[config.mk]
export PLATFORM = sky130hd
export DESIGN_NAME = disp_scanout
export DESIGN_NICKNAME = d
export VERILOG_FILES = /design/src/rtl/disp_scanout.sv
export SDC_FILE = /design/constraint.sdc
export NUM_CORES = 1
export LEC_CHECK = 0
export CORE_MARGIN = 10
export CORE_UTILIZATION = 35
export DETAILED_ROUTE_END_ITERATION = 12
export SKIP_LAST_GASP = 1
export SYNTH_ARGS = -nofsm -noshare
export SYNTH_HDL_FRONTEND = slang
export SYNTH_SLANG_ARGS = --single-unit
[constraint.sdc]
create_clock -name clkSYS -period 6.28 [get_ports clkSYS]
set_input_delay 0.628 -clock clkSYS [delete_from_list [all_inputs] [get_ports clkSYS]]
set_output_delay 0.628 -clock clkSYS [all_outputs]
set_load 0.01 [all_outputs]
[src/rtl/disp_scanout.sv]
// disp_scanout: fetches one W*H frame per frame_start from the front buffer and
//   streams it to the panel timing generator.
// Latency: first pixel appears one cycle after its read data returns (first-word fall-through FIFO).
// Backpressure: read requests are credit-limited so that FIFO words plus outstanding reads
//   never exceed DEPTH; pix_ready low simply holds the FIFO head.
// Ports:
//   clkSYS, n_reset           clock, asynchronous active-low reset
//   frame_start, stat         frame trigger pulse, front-buffer select
//   mem_addr/req/wr/ack       arbiter read request channel (mem_wr tied low)
//   mem_valid, mem_data       in-order read data return
//   pix_valid/ready/data      pixel stream to the timing generator
//   frame_done, underrun      last-pixel pulse, sticky starvation flag
module disp_scanout #(
  parameter int unsigned AN    = 24,
  parameter int unsigned DN    = 16,
  parameter int unsigned BASE  = 0,
  parameter int unsigned SWAP  = 0,
  parameter int unsigned W     = 800,
  parameter int unsigned H     = 480,
  parameter int unsigned DEPTH = 32
) (
  input  logic          clkSYS,
  input  logic          n_reset,
  input  logic          frame_start,
  input  logic          stat,
  output logic [AN-1:0] mem_addr,
  output logic          mem_req,
  output logic          mem_wr,
  input  logic          mem_ack,
  input  logic          mem_valid,
  input  logic [DN-1:0] mem_data,
  output logic          pix_valid,
  input  logic          pix_ready,
  output logic [DN-1:0] pix_data,
  output logic          frame_done,
  output logic          underrun
);

  localparam int unsigned NPIX = W * H;
  localparam int unsigned CW   = $clog2(NPIX + 1);
  localparam int unsigned FW   = $clog2(DEPTH);
  localparam logic [CW-1:0] LAST   = CW'(NPIX - 1);
  localparam logic [AN-1:0] BASE_A = AN'(BASE);
  localparam logic [AN-1:0] SWAP_A = AN'(SWAP);

  typedef enum logic [1:0] {S_IDLE, S_FETCH, S_DONE, S_FLUSH} state_t;

  state_t        state_q;
  logic [AN-1:0] addr_q;
  logic [CW-1:0] reqcnt_q, popcnt_q;
  logic [FW:0]   outst_q, outst_d;
  logic [FW:0]   count_q, count_d;
  logic [FW-1:0] wp_q, rp_q;
  logic [DN-1:0] fifo_q [DEPTH];
  logic          underrun_q;

  logic          active, credit_ok, acc, rtn, push, pop, last_pop, abort, start;
  logic [FW+1:0] used;
  logic [AN-1:0] start_addr;

  always_comb begin
    active     = (state_q == S_FETCH) || (state_q == S_DONE);
    used       = {1'b0, count_q} + {1'b0, outst_q};
    credit_ok  = used < (FW+2)'(DEPTH);
    mem_req    = (state_q == S_FETCH) && credit_ok;
    acc        = mem_req && mem_ack;
    rtn        = mem_valid && (outst_q != '0);
    // Returns arriving while flushing belong to the aborted frame and are dropped.
    push       = rtn && active;
    pix_valid  = (count_q != '0);
    pop        = active && pix_valid && pix_ready;
    abort      = active && frame_start;
    last_pop   = (state_q == S_DONE) && pop && (popcnt_q == LAST);
    // A frame_start landing on the last pop aborts instead: no completion is reported.
    frame_done = last_pop && !frame_start;
    // Flush only exits once every stale read has drained.
    start      = ((state_q == S_IDLE) && frame_start) ||
                 ((state_q == S_FLUSH) && (outst_q == '0));
    start_addr = BASE_A + (stat ? SWAP_A : '0);
    outst_d    = outst_q + (FW+1)'(acc) - (FW+1)'(rtn);
    count_d    = abort ? '0 : (count_q + (FW+1)'(push) - (FW+1)'(pop));
  end

  assign mem_addr = addr_q;
  assign mem_wr   = 1'b0;
  assign pix_data = pix_valid ? fifo_q[rp_q] : '0;
  assign underrun = underrun_q;

  always_ff @(posedge clkSYS or negedge n_reset) begin
    if (!n_reset) begin
      state_q  <= S_IDLE;
      addr_q   <= '0;
      reqcnt_q <= '0;
      popcnt_q <= '0;
    end else begin
      if (pop) popcnt_q <= popcnt_q + CW'(1);
      case (state_q)
        S_IDLE, S_FLUSH: begin
          if (start) begin
            state_q  <= S_FETCH;
            addr_q   <= start_addr;
            reqcnt_q <= '0;
            popcnt_q <= '0;
          end
        end
        S_FETCH: begin
          if (acc) begin
            addr_q   <= addr_q + AN'(1);
            reqcnt_q <= reqcnt_q + CW'(1);
          end
          if (frame_start)                state_q <= S_FLUSH;
          else if (acc && reqcnt_q == LAST) state_q <= S_DONE;
        end
        S_DONE: begin
          if (frame_start)   state_q <= S_FLUSH;
          else if (last_pop) state_q <= S_IDLE;
        end
        default: state_q <= S_IDLE;
      endcase
    end
  end

  always_ff @(posedge clkSYS or negedge n_reset) begin
    if (!n_reset) begin
      outst_q    <= '0;
      count_q    <= '0;
      wp_q       <= '0;
      rp_q       <= '0;
      underrun_q <= 1'b0;
    end else begin
      outst_q <= outst_d;
      count_q <= count_d;
      if (abort) begin
        wp_q <= '0;
        rp_q <= '0;
      end else begin
        if (push) wp_q <= wp_q + FW'(1);
        if (pop)  rp_q <= rp_q + FW'(1);
      end
      if (active && pix_ready && !pix_valid) underrun_q <= 1'b1;
    end
  end

  // Storage needs no reset: pix_data is masked while the FIFO is empty.
  always_ff @(posedge clkSYS) begin
    if (push) fifo_q[wp_q] <= mem_data;
  end

endmodule

==> summary.md <==
| Metric | Value |
|---|---|
| Xor/xnor share of the synthesized area | `under 10%` |
| Post-CTS Resized | `0` |
| Die area | `~0.081 mm²` |
| Nets | `approximately 1500` |
| Fin. Hold Viols | `0` |
| Total global routing track utilization | `between 10% and 20%` |
| Vias | `roughly 12000` |
| Syn Nets | `1381` |
| Initial antenna violation count | `1` |
| Worst-path clk slew | `~0.06 ns` |
| Synth warnings | `0` |
| Post-DR vias/cell | `between 5 and 6` |
| DP Wirelength | `between 30000 and 40000 µm` |
| CP Data Required Time | `~5.7 ns` |
| Hold WS | `0.486 ns` |
| CTS tree | `yes` |
| CP startpoint | `rp_q[0]$_DFFE_PN0P_` |
| Dpl cells | `2300` |
| Relative slew slack | `between 10% and 20%` |
| First-pass DRT Iterations | `5` |
| Arr. time, crit path | `3.91 ns` |
| DP Area | `between 0.02 and 0.03 mm²` |
| Number of synthesized flops with an enable pin | `512` |
| Async SR Flop Fraction | `14.5%` |
| Synth Area in Adders | `under 10%` |
| GR Overflow Total | `0` |
| Sequential element share of the synthesized area | `between 70% and 80%` |
| RR Startpoint | `state_q[1]$_DFFE_PN0P_` |
| Most frequent cells in the layout | `edfxtp_1 (512), mux4_2 (160), dfrtp_1 (83)` |
| Worst vdd ir | `between 0.2 and 0.3 mV` |
| Fmax achieved | `between 200 and 250 MHz` |
| Std cell rows | `96` |
| Status | `finished clean` |
| Chip width | `approximately 280 µm` |
| Cells after Synth | `approximately 1300` |
| 1st-iter DRT viols | `987` |
| Maxcap violations | `0` |
| Sequential cell area | `0.0176 mm²` |
| Leading area contributor after synthesis | `edfxtp_1` |
| Design area | `roughly 0.028 mm²` |
| Clock Skew | `0.0514 ns` |
| Hold Crit Class | `flop to flop` |
| Io pins | `68` |
| Vias in the first global route | `~13000` |
| Placer Congestion | `0.766` |
| Die Span Y | `between 200 and 300 µm` |
| Synth cell types | `between 50 and 60` |
| Worst Tran Pin Value | `around 1.2 ns` |
| Initial core utilization | `between 30% and 40%` |
| Fill count | `approximately 6200` |
| DRT antenna net count | `0` |
| Post-synthesis simple-gate area fraction | `between 5 and 6%` |
| Worst Min Path Start | `underrun$_DFFE_PN0P_` |
| Drc violations | `0` |
| TritonCTS buffer count | `59` |
| Core area | `between 0.06 and 0.07 mm²` |
| Final-report max-slew violation count | `0` |
| Setup_tns | `0 ns` |
| Port Buffers | `between 60 and 70` |
| Worst setup path category | `flop to primary output` |
| Clk buf depth | `3` |
| Leak | `between 0.009 and 0.01 µW` |
| Area grow syn2layout | `16.0%` |
| Multi-input gate area | `approximately 0.0065 mm²` |
| Worst-path fanout max | `66` |
| Top_reg_cell synth | `edfxtp_1` |
| Post-Syn Area | `~0.024 mm²` |
| Routed WL | `between 50000 and 60000 µm` |
| Final setup violation count | `0` |
| CTS Sinks | `roughly 600` |
| Ant. Diodes | `0` |
| Synth Area in Compound Gates | `under 10%` |
| Critical path launch point type | `flop` |
| Wire per inst | `about 22 µm` |
| Core Util, Final | `41.1%` |
| Power Density | `around 400 mW/mm²` |
| Non-Filler Instances | `around 2400` |
| Post-synth top area share | `a little over three fifths` |
| Crit path time final | `between 4 and 5 ns` |
| Post-Syn Area per Cell | `between 15 and 20 µm²` |
| H-tree depth | `2` |
| Fin crit share | `72.2%` |
| Commonest non-fill, non-tap cell in the layout | `edfxtp_1` |
| Largest family of logic cells by synthesized area | `multiplexers` |
| Clk root buf | `clkbuf_16` |
| Pin count of the biggest net entering global routing | `68` |
| Top cells by area, synth | `edfxtp_1 (63%), mux4_2 (15%), dfrtp_1 (8.9%)` |
| Global-route wire length before repair | `slightly above 80000 µm` |
| RSZ-0062 raised after global routing | `no` |
| Layout cells sized above 1 | `22.5%` |
| Yosys reg bits | `599` |
| Post-synthesis mux area share | `between 10% and 20%` |
| Clk_lat worst skew | `around 0.64 ns` |
| CP Capture Type | `primary output` |
==> metal layers <==
layer	global-route usage, %	vias up	part of all wire, %	wire [µm]
met3	2.64	71	6.1	3280
li1	-	5434	-	-
met2	21.5	327	48	26100
met5	0	-	0.031	17
met4	3.44	2	1.9	1030
met1	18.3	6613	44	23800
==> power breakdown <==
group          internal (µW)  switching, µW  leakage [µW]
clock                   1930           1490      0.000898
sequential              4520            214       0.00576
combinational           1450           1590       0.00266
==> through the flow <==
step,power [µW],setup WS [ns]
floorplan,6870,3.39
global placement,7850,2.35
detailed placement,7910,2.36
CTS,11400,1.67
global route,11800,1.52
finish,11200,1.74
==> flip-flops by register name (all words and copies together), names as in the netlist, 5 cells and up <==
signal    flops
count_q       6
outst_q       6
rp_q          5
reqcnt_q     19
fifo_q      512
mem_addr     24
popcnt_q     19
wp_q          5
==> cells by family (layout without fill, tap and decap cells) <==
logic type | Yosys count | count (layout)
other | 1 | 1
and+or+nand+nor | 272 | 272
buffers and inverters | 122 | 279
adders and majority gates | 35 | 35
xor gates and xnor gates | 59 | 59
DFF | 599 | 599
AOI/OAI and AO/OA | 73 | 73
muxes | 162 | 162
==> worst paths after layout <==
| check | end | slack, ns | depth (start not counted) |
|---|---|---|---|
| worst min-delay path | underrun$_DFFE_PN0P_ | 0.49 | 1 |
| max in group asynchronous | rp_q[1]$_DFFE_PN0P_ | 4.65 | 3 |
| min in group asynchronous | reqcnt_q[0]$_DFFE_PN0P_ | 0.52 | 2 |
| worst max register to register | reqcnt_q[13]$_DFFE_PN0P_ | 2.67 | 8 |
| worst min register to register | underrun$_DFFE_PN0P_ | 0.49 | 1 |
| worst max-delay path | pix_data[12] | 1.74 | 6 |
==> synthesized netlist by cell type, drive strengths merged (2+ instances only) <==
| library cell | number |
|---|---|
| edfxtp | 512 |
| mux4 | 160 |
| nor2 | 102 |
| dfrtp | 87 |
| inv | 62 |
| nand2 | 50 |
| clkbuf | 34 |
| xor2 | 34 |
| ha | 33 |
| nand3 | 30 |
| buf | 26 |
| xnor2 | 25 |
| nand4 | 22 |
| o22ai | 16 |
| a21oi | 15 |
| nor3 | 15 |
| o21ai | 15 |
| and3 | 9 |
| and2 | 8 |
| a22o | 6 |
| nor4 | 6 |
| a21o | 5 |
| or3 | 5 |
| nor2b | 4 |
| o211ai | 4 |
| nand3b | 3 |
| nand4b | 3 |
| o21bai | 3 |
| or2 | 3 |
| or4 | 3 |
| fa | 2 |
| nor3b | 2 |
| nor4b | 2 |
==> timing repair <==
action	in CTS	in global routing
setup buffers	0	0
hold buffers	1	0
hold endpoints to repair	31	0
==> cell type report <==
class,instances,area share [%]
Timing Repair Buffer,107,3.54
Clock buffer,69,5.34
Tap cell,931,4.11
Inverter,62,0.821
Multi-Input combinational cell,602,22.9
Clock inverter,41,1.29
Sequential cell,599,62.0
==> critical path, stage by stage (launching register included) <==
cell and delay [ns]:
dfrtp_4 0.72, buf_12 0.53, mux4_2 0.60, mux4_2 0.48, inv_1 0.11, o22ai_1 0.21
clkdlybuf4s50_1 0.58
Power figures use the tool's default switching activity.
